File: src/rtl/rf_wb_pkg.sv
// Shared types and default widths for the register-file writeback arbiter.
package rf_wb_pkg;

  localparam int unsigned ADDR_W_DEF = 4;
  localparam int unsigned DATA_W_DEF = 8;
  localparam int unsigned CNT_W_DEF  = 2;

  typedef struct packed {
    logic                  valid;
    logic [ADDR_W_DEF-1:0] addr;
    logic [DATA_W_DEF-1:0] data;
  } wb_req_t;

  typedef enum logic {
    REQ_ALU = 1'b0,
    REQ_MEM = 1'b1
  } requester_e;

endpackage

File: src/rtl/rf_wb_arbiter_if.sv
// Writeback requester handshakes and the register-file write port.
interface rf_wb_arbiter_if
  import rf_wb_pkg::*;
#(
  parameter int unsigned ADDR_W = ADDR_W_DEF,
  parameter int unsigned DATA_W = DATA_W_DEF
);

  logic              alu_valid_i;
  logic              alu_ready_o;
  logic [ADDR_W-1:0] alu_addr_i;
  logic [DATA_W-1:0] alu_data_i;

  logic              mem_valid_i;
  logic              mem_ready_o;
  logic [ADDR_W-1:0] mem_addr_i;
  logic [DATA_W-1:0] mem_data_i;

  logic              we3_o;
  logic [ADDR_W-1:0] wa3_o;
  logic [DATA_W-1:0] wd3_o;

  // Arbiter side
  modport slave (
    input  alu_valid_i, alu_addr_i, alu_data_i,
    input  mem_valid_i, mem_addr_i, mem_data_i,
    output alu_ready_o, mem_ready_o,
    output we3_o, wa3_o, wd3_o
  );

  // Requester / register-file side
  modport master (
    output alu_valid_i, alu_addr_i, alu_data_i,
    output mem_valid_i, mem_addr_i, mem_data_i,
    input  alu_ready_o, mem_ready_o,
    input  we3_o, wa3_o, wd3_o
  );

endinterface

File: src/rtl/rr_arb2.sv
// Two-input round-robin arbiter; the last-grant pointer moves only on a transfer.
module rr_arb2
  import rf_wb_pkg::*;
(
  input  logic       clk_i,
  input  logic       rst_i,
  input  logic [1:0] req,
  input  logic       advance,
  output logic [1:0] gnt
);

  requester_e last_q;

  // Grant is a pure function of valids and pointer, never of payload
  always_comb begin
    gnt = 2'b00;
    unique case (req)
      2'b01:   gnt = 2'b01;
      2'b10:   gnt = 2'b10;
      2'b11:   gnt = (last_q == REQ_MEM) ? 2'b01 : 2'b10;
      default: gnt = 2'b00;
    endcase
  end

  always_ff @(posedge clk_i) begin
    if (rst_i) begin
      last_q <= REQ_MEM;
    end else if (advance) begin
      last_q <= gnt[1] ? REQ_MEM : REQ_ALU;
    end
  end

endmodule

File: src/rtl/rf_wb_arbiter.sv
// Shares the register-file write port between ALU and memory writeback and
// tracks pending writes per register to raise RAW stalls at decode.
module rf_wb_arbiter
  import rf_wb_pkg::*;
#(
  parameter int unsigned ADDR_W = ADDR_W_DEF,
  parameter int unsigned DATA_W = DATA_W_DEF,
  parameter int unsigned CNT_W  = CNT_W_DEF
) (
  input  logic                   clk_i,
  input  logic                   rst_i,
  rf_wb_arbiter_if.slave         bus,
  input  logic                   rsv_valid_i,
  input  logic [ADDR_W-1:0]      rsv_addr_i,
  output logic                   rsv_ready_o,
  input  logic [ADDR_W-1:0]      ra1_i,
  input  logic [ADDR_W-1:0]      ra2_i,
  input  logic                   ra1_use_i,
  input  logic                   ra2_use_i,
  output logic                   stall_o,
  output logic [(2**ADDR_W)-1:0] busy_o,
  output logic                   err_o
);

  localparam int unsigned NREG = 2 ** ADDR_W;
  localparam logic [CNT_W-1:0] CNT_MAX = {CNT_W{1'b1}};

  wb_req_t alu_req;
  wb_req_t mem_req;
  wb_req_t sel_req;
  logic [1:0] gnt;
  logic       xfer;

  logic              we3_q;
  logic [ADDR_W-1:0] wa3_q;
  logic [DATA_W-1:0] wd3_q;
  logic              err_q;

  logic [CNT_W-1:0] cnt_q [NREG];
  logic [CNT_W-1:0] cnt_d [NREG];
  logic             rsv_fire;

  always_comb begin
    alu_req = '{valid: bus.alu_valid_i,
                addr:  ADDR_W_DEF'(bus.alu_addr_i),
                data:  DATA_W_DEF'(bus.alu_data_i)};
    mem_req = '{valid: bus.mem_valid_i,
                addr:  ADDR_W_DEF'(bus.mem_addr_i),
                data:  DATA_W_DEF'(bus.mem_data_i)};
  end

  rr_arb2 u_arb (
    .clk_i   (clk_i),
    .rst_i   (rst_i),
    .req     ({bus.mem_valid_i, bus.alu_valid_i}),
    .advance (xfer),
    .gnt     (gnt)
  );

  assign sel_req         = gnt[REQ_MEM] ? mem_req : alu_req;
  assign xfer            = (|gnt) && sel_req.valid;
  assign bus.alu_ready_o = gnt[REQ_ALU];
  assign bus.mem_ready_o = gnt[REQ_MEM];

  // Accepted request lands on the write port one cycle later
  always_ff @(posedge clk_i) begin
    if (rst_i) begin
      we3_q <= 1'b0;
      wa3_q <= '0;
      wd3_q <= '0;
    end else begin
      we3_q <= xfer;
      if (xfer) begin
        wa3_q <= ADDR_W'(sel_req.addr);
        wd3_q <= DATA_W'(sel_req.data);
      end
    end
  end

  assign bus.we3_o = we3_q;
  assign bus.wa3_o = wa3_q;
  assign bus.wd3_o = wd3_q;

  // A commit frees a slot in the same cycle, so a full counter can still reserve
  assign rsv_ready_o = (cnt_q[rsv_addr_i] != CNT_MAX) ||
                       (we3_q && (wa3_q == rsv_addr_i));
  assign rsv_fire    = rsv_valid_i && rsv_ready_o;

  always_comb begin
    for (int i = 0; i < NREG; i++) begin
      logic inc;
      logic dec;
      cnt_d[i] = cnt_q[i];
      inc      = rsv_fire && (rsv_addr_i == ADDR_W'(i));
      dec      = we3_q && (wa3_q == ADDR_W'(i));
      if (inc && dec) begin
        cnt_d[i] = cnt_q[i];
      end else if (inc) begin
        cnt_d[i] = cnt_q[i] + CNT_W'(1);
      end else if (dec && (cnt_q[i] != '0)) begin
        cnt_d[i] = cnt_q[i] - CNT_W'(1);
      end
    end
  end

  always_ff @(posedge clk_i) begin
    if (rst_i) begin
      for (int i = 0; i < NREG; i++) cnt_q[i] <= '0;
      err_q <= 1'b0;
    end else begin
      for (int i = 0; i < NREG; i++) cnt_q[i] <= cnt_d[i];
      err_q <= we3_q && (cnt_q[wa3_q] == '0);
    end
  end

  assign err_o = err_q;

  always_comb begin
    busy_o = '0;
    for (int i = 0; i < NREG; i++) busy_o[i] = (cnt_q[i] != '0);
  end

  // No bypass: stall clears only once the counter itself has dropped
  assign stall_o = (ra1_use_i && busy_o[ra1_i]) || (ra2_use_i && busy_o[ra2_i]);

endmodule

File: src/flat_wrapper.sv
// flat-port wrapper written by rule: the top's interface ports become plain ports
module rf_wb_arbiter_flat import rf_wb_pkg::*;
#(
  parameter int unsigned ADDR_W = ADDR_W_DEF,
  parameter int unsigned DATA_W = DATA_W_DEF,
  parameter int unsigned CNT_W  = CNT_W_DEF
)
  (clk_i, rst_i, rsv_valid_i, rsv_addr_i, rsv_ready_o, ra1_i, ra2_i, ra1_use_i, ra2_use_i, stall_o, busy_o, err_o, bus_alu_valid_i, bus_alu_addr_i, bus_alu_data_i, bus_mem_valid_i, bus_mem_addr_i, bus_mem_data_i, bus_alu_ready_o, bus_mem_ready_o, bus_we3_o, bus_wa3_o, bus_wd3_o);
  rf_wb_arbiter_if #(.ADDR_W(ADDR_W), .DATA_W(DATA_W)) bus_i ();
  input  logic clk_i;
  input  logic rst_i;
  input  logic rsv_valid_i;
  input  logic [ADDR_W-1:0] rsv_addr_i;
  output logic rsv_ready_o;
  input  logic [ADDR_W-1:0] ra1_i;
  input  logic [ADDR_W-1:0] ra2_i;
  input  logic ra1_use_i;
  input  logic ra2_use_i;
  output logic stall_o;
  output logic [(2**ADDR_W)-1:0] busy_o;
  output logic err_o;
  input wire logic [$bits(bus_i.alu_valid_i)-1:0] bus_alu_valid_i;
  input wire logic [$bits(bus_i.alu_addr_i)-1:0] bus_alu_addr_i;
  input wire logic [$bits(bus_i.alu_data_i)-1:0] bus_alu_data_i;
  input wire logic [$bits(bus_i.mem_valid_i)-1:0] bus_mem_valid_i;
  input wire logic [$bits(bus_i.mem_addr_i)-1:0] bus_mem_addr_i;
  input wire logic [$bits(bus_i.mem_data_i)-1:0] bus_mem_data_i;
  output wire logic [$bits(bus_i.alu_ready_o)-1:0] bus_alu_ready_o;
  output wire logic [$bits(bus_i.mem_ready_o)-1:0] bus_mem_ready_o;
  output wire logic [$bits(bus_i.we3_o)-1:0] bus_we3_o;
  output wire logic [$bits(bus_i.wa3_o)-1:0] bus_wa3_o;
  output wire logic [$bits(bus_i.wd3_o)-1:0] bus_wd3_o;
  assign bus_i.alu_valid_i = bus_alu_valid_i;
  assign bus_i.alu_addr_i = bus_alu_addr_i;
  assign bus_i.alu_data_i = bus_alu_data_i;
  assign bus_i.mem_valid_i = bus_mem_valid_i;
  assign bus_i.mem_addr_i = bus_mem_addr_i;
  assign bus_i.mem_data_i = bus_mem_data_i;
  assign bus_alu_ready_o = bus_i.alu_ready_o;
  assign bus_mem_ready_o = bus_i.mem_ready_o;
  assign bus_we3_o = bus_i.we3_o;
  assign bus_wa3_o = bus_i.wa3_o;
  assign bus_wd3_o = bus_i.wd3_o;
  rf_wb_arbiter #(.ADDR_W(ADDR_W), .DATA_W(DATA_W), .CNT_W(CNT_W)) u_core (.clk_i(clk_i), .rst_i(rst_i), .bus(bus_i), .rsv_valid_i(rsv_valid_i), .rsv_addr_i(rsv_addr_i), .rsv_ready_o(rsv_ready_o), .ra1_i(ra1_i), .ra2_i(ra2_i), .ra1_use_i(ra1_use_i), .ra2_use_i(ra2_use_i), .stall_o(stall_o), .busy_o(busy_o), .err_o(err_o));
endmodule
File: config.mk
export PLATFORM = sky130hd
export DESIGN_NAME = rf_wb_arbiter_flat
export DESIGN_NICKNAME = d
export VERILOG_FILES = /design/src/rtl/rf_wb_pkg.sv /design/src/rtl/rf_wb_arbiter_if.sv /design/src/rtl/rr_arb2.sv /design/src/rtl/rf_wb_arbiter.sv /design/src/flat_wrapper.sv
export SDC_FILE = /design/constraint.sdc
export NUM_CORES = 1
export LEC_CHECK = 0
export BUFFER_PORTS_ARGS = -buffer_cell sky130_fd_sc_hd__buf_2
export CAP_MARGIN = 0
export CORE_MARGIN = 2
export CORE_UTILIZATION = 40
export CTS_CLUSTER_SIZE = 10
export DETAILED_ROUTE_END_ITERATION = 8
export PLACE_DENSITY = 0.71
export SLEW_MARGIN = 25
export SYNTH_ARGS = -nofsm -noshare
export SYNTH_HDL_FRONTEND = slang
export SYNTH_SLANG_ARGS = --single-unit
File: constraint.sdc
create_clock -name clk_i -period 2.15 [get_ports clk_i]
set_input_delay 0.3225 -clock clk_i [delete_from_list [all_inputs] [get_ports clk_i]]
set_output_delay 0.3225 -clock clk_i [all_outputs]
set_load 0.01 [all_outputs]
==> out/metrics.yaml <==
final_layout:
  syn_to_final_growth_pct: 31.1
  nFillCells: 821
  antennaDiodeCount: 0
  fin_util: 0.545
  mostFrequentLayoutCells: "75 x buf_2, 71 x buf_4, 44 x nand2_1"
  regArea_um2: 1050
  multi_input_area_um2: 2440
  layout_commonest_cell: "buf_2"
  drive_above_1_share: 0.399
  fin_nets: 601
worst_hold_path:
  hold_end: "u_core.bus.wd3_o[6]$_SDFFE_PP0P_"
  hp-class: "in -> reg"
  min_from: "bus_alu_data_i[6]"
  min_path_cells: 3
logic_synthesis:
  synthDistinctLibCells: 55
  syn_inst: 427
  synth_xor_area_frac: 0.00961
  synth_compound_area_frac: 0.230
  yosysWarnings: 0
  netlist_area_um2: 3640
  synthMuxAreaShare: 0.169
  synth_edf_count: 0
  syn_area_per_cell_um2: 8.54
  synth_top_family_by_area: "simple AND/OR/NAND/NOR gates"
  async_flop_share: 0
  yosys.area_share.simple: 0.248
  synth-adder-area-share: 0
  synth_ff_type: "dfxtp_1"
  synth_seq_area_share: 0.280
  syn_nets: 470
  ys_ff_latch: 51
floorplanning:
  fp.coreArea_um2: 8760
  ios: 77
  fp-row-count: 34
  start_util: 0.416
  dieArea_um2: 9890
  die_x_um: 99.5
  die_h_um: 99.5
timing:
  slew-limit-headroom: 0.514
  tns_ns: -0.187
  period_share: 1.06
  fin_skew_ns: 0.00682
  slew_violations: 0
  worst_slew_pin_slew_ns: 0.725
  rsz0062_at_grt: "yes"
  fin_crit_ns: 2.27
  fmax_mhz: 440
  finalWorstSetupSlack_ns: -0.124
  hold_viol: 0
  setup_viol_count_final: 2
routing:
  drc_errors: 0
  vias: 3890
  wl_per_cell_um: 17.2
  drtIter0Drc: 241
  first_pass_iters: 5
  wl_mm: 11.5
  routed_via_density: 5.83
  antenna_left: 0
critical_path:
  cp-end-kind: "primary output"
  r2r-end: "u_core.cnt_q[2][0]$_SDFFE_PP0P_"
  worst_ep_required_time_ns: 1.83
  r2r_cells: 11
  cp-startpoint: "u_core.cnt_q[2][0]$_SDFFE_PP0P_"
  crit_fanout: 3
  cp.arrival_ns: 1.95
  r2r_setup_slack_ns: 0.05
  critPathKind: "reg -> out"
  worstReg2RegStart: "u_core.cnt_q[3][0]$_SDFFE_PP0P_"
  cp-start-kind: "flop"
power:
  pwr-share-clk: 0.280
  combPwrFrac: 0.235
  vdd_drop_max_uv: 208
  switching_share: 0.312
  power.density_nw_per_um2: 435
  internal_power_uw: 1430
  leakagePower_uw: 0.00213
  power_switching_uw: 649
  seqPwrFrac: 0.485
clock_network:
  clk_latency_ns: 0.32
  cts_max_level: 2
  cts_hold_buffers: 0
  root_buffer: "clkbuf_8"
  cts_tree: "done"
  clockBufferDepth: 2
  cts_made_buffers: 5
  clk_pin_slew_worst_paths_ns: 0.10
  cts_num_sinks: 51
outcome:
  violations: "negative setup slack"
  outcome: "finished with violations"
global_routing:
  grt_max_degree: 59
  grt_use_total: 0.231
  grt_pass1_vias: 3660
  grt_pass1_wl_mm: 18.3
  overflow: 0
  antenna_found_initial: 0
flow_run:
  maxCapViolCount: 0
placement:
  portBuffers: 76
  hpwl_mm: 8.90
  gp_congestion: 0.918
==> registers in the layout, summed over array words and instances (netlist names), named ones only <==
name	cells
u_core.err_o	1
u_core.cnt_q	32
u_core.bus.wd3_o	8
u_core.bus.we3_o	1
u_core.bus.wa3_o	4
u_core.u_arb.last_q	1
==> worst max path at each step <==
stage / to / slack, ns / cells after the start
after floorplan: rsv_ready_o / -0.01 / 9
after global placement: u_core.cnt_q[9][0]$_SDFFE_PP0P_ / -0.13 / 8
after global routing: stall_o / -0.20 / 6
after detailed placement: u_core.cnt_q[9][0]$_SDFFE_PP0P_ / -0.27 / 9
after CTS: stall_o / -0.14 / 6
final: stall_o / -0.12 / 6
==> cell families (layout without fill, tap and decap cells) <==
kind of cell / after synthesis / in the layout
xor gates and xnor gates: 4 / 4
and+or+nand+nor: 160 / 160
AOI/OAI and AO/OA: 120 / 120
DFF: 51 / 51
muxes: 45 / 45
buffers and inverters: 47 / 179
==> area by class of cell <==
class                           instances  share of cell area
Timing Repair Buffer                  151               0.205
Inverter                               20              0.0157
Clock inverter                          3             0.00419
Tap cell                              108              0.0283
Sequential cell                        51               0.220
Clock buffer                            5              0.0144
Multi-Input combinational cell        329               0.512
==> cells in the mapped netlist, types with 13 or more instances <==
cell type,n,area share
dfxtp_1,51,0.28
nor2_1,24,0.025
clkbuf_1,14,0.014
and2_1,16,0.027
o21ai_0,31,0.043
nand2_1,44,0.045
nor3b_1,13,0.027
mux2i_1,31,0.085
a21oi_1,18,0.025
o2111ai_1,14,0.034
inv_1,20,0.021
mux4_2,13,0.080
==> power by group through the flow <==
| stage | clock [µW] | combinational [µW] | sequential, µW |
|---|---|---|---|
| 2_1_floorplan | 0 | 248 | 1040 |
| 3_3_place_gp | 0 | 456 | 1030 |
| 3_5_place_dp | 0 | 466 | 1030 |
| 4_1_cts | 581 | 475 | 1010 |
| 5_1_grt | 631 | 528 | 1010 |
| 6_report | 582 | 489 | 1010 |
==> timing repair <==
| action | in CTS | in global routing |
|---|---|---|
| setup endpoints to repair | 3 | 21 |
| cloned | 0 | 0 |
| setup buffers | 4 | 1 |
| gates resized for setup | 26 | 19 |
| pin swaps | 7 | 3 |
==> worst max-delay path: stages, from the launching register on <==
cell and delay, ns:
dfxtp_4 0.36, or2_4 0.27, mux4_2 0.48, o21ai_2 0.12
o21ai_1 0.08, a22o_1 0.20, buf_2 0.13
==> routing by layer <==
| layer | routed length, µm | vias to the layer above | global-route usage |
|---|---|---|---|
| li1 | - | 1885 | - |
| met5 | 0 | - | 0 |
| met2 | 5560 | 140 | 0.388 |
| met1 | 4970 | 1838 | 0.306 |
| met4 | 281 | 0 | 0.0695 |
| met3 | 678 | 27 | 0.0358 |
==> through the flow <==
step	worst slack, ns	area, µm²	power, µW	hold WS (ns)	instances
detailed placement	-0.266	4560	1500	0.441	654
floorplan	-0.0125	3640	1290	0.428	427
global route	-0.195	4780	2170	0.297	667
CTS	-0.142	4720	2060	0.281	666
finish	-0.124	4780	2080	0.269	667
global placement	-0.126	4550	1490	0.434	654
Power figures use the tool's default switching activity.
